## src/rtl/char_decoder.sv

```systemverilog
// Morse character keyer: accepts one packed character at a time and plays its
// dots/dashes on key, with unit-accurate gaps, word spaces, ETX and error pulses.
module char_decoder #(
   parameter int UNIT_CYCLES = 1000
) (
   input  logic       clk,
   input  logic       rst_n,
   input  logic [7:0] character_data,
   input  logic       char_valid,
   output logic       char_ready,
   output logic       key,
   output logic       etx_out,
   output logic       error
);

   typedef enum logic [1:0] {IDLE, MARK, GAP, TAIL} state_t;

   localparam logic [15:0] LAST_CYC = 16'(UNIT_CYCLES - 1);

   state_t      state_q;
   logic [15:0] cyc_q;
   logic [2:0]  units_q;
   logic [2:0]  idx_q;
   logic [4:0]  sym_q;
   logic        key_q;
   logic        etx_q;
   logic        err_q;

   logic [2:0]  cnt;
   logic [4:0]  sym;
   logic        unit_end;

   assign cnt      = character_data[7:5];
   assign sym      = character_data[4:0];
   assign unit_end = (cyc_q == LAST_CYC);

   // units_q holds the units still to run after the current one
   always_ff @(posedge clk or negedge rst_n) begin
      if (!rst_n) begin
         state_q <= IDLE;
         cyc_q   <= '0;
         units_q <= '0;
         idx_q   <= '0;
         sym_q   <= '0;
         key_q   <= 1'b0;
         etx_q   <= 1'b0;
         err_q   <= 1'b0;
      end else begin
         etx_q <= 1'b0;
         err_q <= 1'b0;
         if (state_q == IDLE) begin
            if (char_valid) begin
               cyc_q <= '0;
               if (cnt >= 3'd1 && cnt <= 3'd5) begin
                  state_q <= MARK;
                  key_q   <= 1'b1;
                  idx_q   <= cnt - 3'd1;
                  sym_q   <= sym;
                  units_q <= sym[cnt - 3'd1] ? 3'd2 : 3'd0;
               end else if (character_data == 8'hC0) begin
                  state_q <= TAIL;
                  units_q <= 3'd6;
               end else if (character_data == 8'hE0) begin
                  etx_q <= 1'b1;
               end else begin
                  err_q <= 1'b1;
               end
            end
         end else if (!unit_end) begin
            cyc_q <= cyc_q + 16'd1;
         end else begin
            cyc_q <= '0;
            if (units_q != 3'd0) begin
               units_q <= units_q - 3'd1;
            end else begin
               case (state_q)
                  MARK: begin
                     key_q <= 1'b0;
                     if (idx_q != 3'd0) begin
                        state_q <= GAP;
                        idx_q   <= idx_q - 3'd1;
                        units_q <= 3'd0;
                     end else begin
                        state_q <= TAIL;
                        units_q <= 3'd2;
                     end
                  end
                  GAP: begin
                     state_q <= MARK;
                     key_q   <= 1'b1;
                     units_q <= sym_q[idx_q] ? 3'd2 : 3'd0;
                  end
                  default: begin
                     state_q <= IDLE;
                     key_q   <= 1'b0;
                  end
               endcase
            end
         end
      end
   end

   assign char_ready = (state_q == IDLE);
   assign key        = key_q;
   assign etx_out    = etx_q;
   assign error      = err_q;

endmodule
```

## config.mk

```make
export PLATFORM = sky130hd
export DESIGN_NAME = char_decoder
export DESIGN_NICKNAME = d
export VERILOG_FILES = /design/src/rtl/char_decoder.sv
export SDC_FILE = /design/constraint.sdc
export NUM_CORES = 1
export LEC_CHECK = 0
export ABC_AREA = 1
export BUFFER_PORTS_ARGS = -buffer_cell sky130_fd_sc_hd__buf_2
export CORE_UTILIZATION = 55
export DETAILED_ROUTE_END_ITERATION = 7
export PLACE_DENSITY = 0.71
export SLEW_MARGIN = 40
export SYNTH_ARGS = -nofsm -noshare
export SYNTH_HDL_FRONTEND = slang
export SYNTH_SLANG_ARGS = --single-unit
```

## constraint.sdc

```tcl
create_clock -name clk -period 2.37 [get_ports clk]
set_input_delay 0.1185 -clock clk [delete_from_list [all_inputs] [get_ports clk]]
set_output_delay 0.1185 -clock clk [all_outputs]
set_load 0.05 [all_outputs]
```

==> results.toml <==
[die]
initial_core_util_pct = 59.0
rows = 22
ios = 15
die_x_um = 65.6
die_h_um = 65.6
dieArea_mm2 = 0.00431
core-area_mm2 = 0.00377

[global_routing]
grt_pass1_vias = 1894
antenna_found_initial = 0
grt_max_degree = 33
gr-usage-all-layers_pct = 25.6
grt_pass1_wl_mm = 8.31
overflow = 0

[detailed_routing]
num_vias = 2002
drc = 0
wl_per_cell_um = 12.5
drt_first_pass_iters = 4
drt_iter0_markers = 139
routed_wl_mm = 4.75
antenna_left = 0
vias_per_cell = 5.28

[cells_and_area]
fin_util_pct = 66.2
fin_nets = 352
design_area_mm2 = 0.00250
diodes = 0
fill_cells = 328
area_growth_pct = 12.1
drive_above_1_share_pct = 16.6

[synthesis]
synth_edf_count = 0
synth_cells = 309
synth-seq-cells = 32
ys_warn_count = 0
seq_area_frac_synth_pct = 36.0
synth_cell_types = 33
synth.avg_cell_area_um2 = 7.20
synth_top_flop_cell = "dfrtp_1"
syn-num-nets = 331
synth_top_area_cell = "dfrtp_1"
synthTopCellsByArea = "dfrtp_1 (36%), nand2_1 (16%), inv_1 (6.6%)"
synth_top_area_share_pct = 36.0
synth.cell_area_mm2 = 0.00223
async_reset_ff_share_pct = 100

[clock_network]
cts_resized = 0
cts_made_buffers = 5
cts_max_level = 2
path_clk_slew_ns = 0.07
clk_path_buf_depth = 2
clock_latency_ns = 0.29
cts_tree = "yes"
cts.sinks = 32
clockRootBuffer = "clkbuf_8"

[sta]
tightest_slew_ns = 0.432
finalCriticalPeriod_ns = 1.76
skew_ns = 0.0109
min_period_over_period_pct = 74.2
setup-tns-final_ns = 0
finalHoldViolCount = 0
slew_viol_final = 0
fmax_mhz = 569
slew_headroom_pct = 70.9
setup_viol = 0
timing.hold.ws_ns = 0.126
rsz0062_at_grt = "no"

[placement]
dpl_cell_area_mm2 = 0.00236
port_buffers = 14
place_congestion = 0.850
hpwl_mm = 3.53

[worst_setup_path]
cp_top_family = "simple AND/OR/NAND/NOR gates"
cp_cell_sequence = "inv_1, ha_1, inv_2, buf_4, o21ai_1, or2_2, nand3_1, nand2_1, nand2_1"
cp_slowest_stage_delay_ns = 0.39
crit_type = "flop to flop"
worstPathMaxFanout = 18
cp-end-kind = "flop"
required_ns = 2.59
cp-start-kind = "flop"
cp_common_cell = "nand2_1"
worst-path-buf-inv = 3
path_depth = 9
critPathSlowestCell = "dfrtp_1"
cp.arrival_ns = 1.98
reg2reg_depth = 9

[power_and_ir_drop]
leakage_uw = 0.00124
power_density_mw_per_mm2 = 1020
ir_worst_vdd_mv = 0.752

[run_status]
outcome = "finished clean"

[job]
max_cap_violations = 0

[hold_path]
hold_path.class = "input pin to flop"
hold_depth = 3
==> sequential cells by signal, summed over array words and instances (netlist names) <==
register and flops:
cyc_q 16, error 1, etx_out 1, idx_q 3, key 1, state_q 2, sym_q 5, units_q 3
==> power breakdown <==
| group | switching [uW] | internal (uW) |
|---|---|---|
| sequential | 117 | 687 |
| clock | 212 | 371 |
| combinational | 765 | 404 |
| total | 1090 | 1460 |
==> metal layers <==
| metal | track usage, % | vias to the layer above | wire [um] |
|---|---|---|---|
| met2 | 44.6 | 40 | 2370 |
| met1 | 31.5 | 909 | 2180 |
| li1 | - | 1044 | - |
| met3 | 4.86 | 9 | 140 |
| met4 | 8.42 | 0 | 66 |
| met5 | 0 | - | 0 |
==> worst paths after layout <==
path                                   startpoint         end  slack (ns)
worst max-delay path                   state_q[0]  units_q[1]        0.61
max in group asynchronous                   rst_n  state_q[0]        1.76
worst min-delay path            character_data[4]    sym_q[4]        0.13
worst max register to register         state_q[0]  units_q[1]        0.61
worst min register to register         units_q[1]  units_q[1]        0.49
min in group asynchronous                   rst_n    cyc_q[4]        0.30
==> cell families (layout without fill, tap and decap cells) <==
| logic type | after synthesis | after routing | share of synthesized area (%) |
|---|---|---|---|
| simple gates | 179 | 179 | 39.2 |
| buf+inv | 47 | 69 | 8.04 |
| xor+xnor | 4 | 4 | 1.57 |
| fa+ha+maj | 11 | 11 | 6.18 |
| flops | 32 | 32 | 36.0 |
| compound gates | 36 | 36 | 9.05 |
==> cell usage in the layout, fill, tap and decap left out, drive strengths merged, types with 4 or more instances in the layout <==
master / instances
ha: 11
dfrtp: 32
o21ai: 24
nand4: 6
nor2: 26
inv: 43
o22ai: 4
clkbuf: 7
nor3: 7
nand2: 101
buf: 16
nand3: 32
==> area by class of cell <==
type | instances | area, um^2 | share of cell area, %
well taps | 48 | 60.1 | 2.41
clock buffers | 7 | 96.3 | 3.86
repair buffers | 17 | 97.6 | 3.91
inverters | 44 | 165 | 6.62
clock inverters | 1 | 30.0 | 1.20
multi-input cells | 230 | 1250 | 49.9
flip-flops and latches | 32 | 801 | 32.1
==> cells in the mapped netlist, drive strengths merged, types with 2 or more instances <==
| library cell | count |
|---|---|
| nand4 | 6 |
| dfrtp | 32 |
| o22ai | 4 |
| nand2 | 101 |
| nor2 | 26 |
| ha | 11 |
| nor3 | 7 |
| or2 | 3 |
| nor4 | 2 |
| nand3 | 32 |
| xor2 | 3 |
| a21oi | 3 |
| inv | 43 |
| buf | 2 |
| o21ai | 24 |
| a31oi | 2 |
==> repair_timing <==
action                    in CTS  in global routing
buffers inserted               0                  0
hold buffers                   1                  0
hold endpoints to repair      32                  0
==> metrics by stage <==
stage | setup WS, ns | instances | total power, uW
floorplan | 0.394 | 309 | 1700
global placement | 0.667 | 370 | 1960
detailed placement | 0.617 | 370 | 1980
CTS | 0.600 | 379 | 2570
global route | 0.473 | 379 | 2770
finish | 0.612 | 379 | 2560
==> worst reg2reg max path, delay by kind of cell, from the launching register on <==
| family | cells | cell delay (ns) |
|---|---|---|
| AND/OR/NAND/NOR | 4 | 0.49 |
| AO/OA/AOI/OAI | 1 | 0.19 |
| adder cells (fa/ha/maj) | 1 | 0.22 |
| buffers and inverters | 3 | 0.41 |
| flip-flops | 1 | 0.39 |
Note: power is estimated with default switching activity, not from simulation.
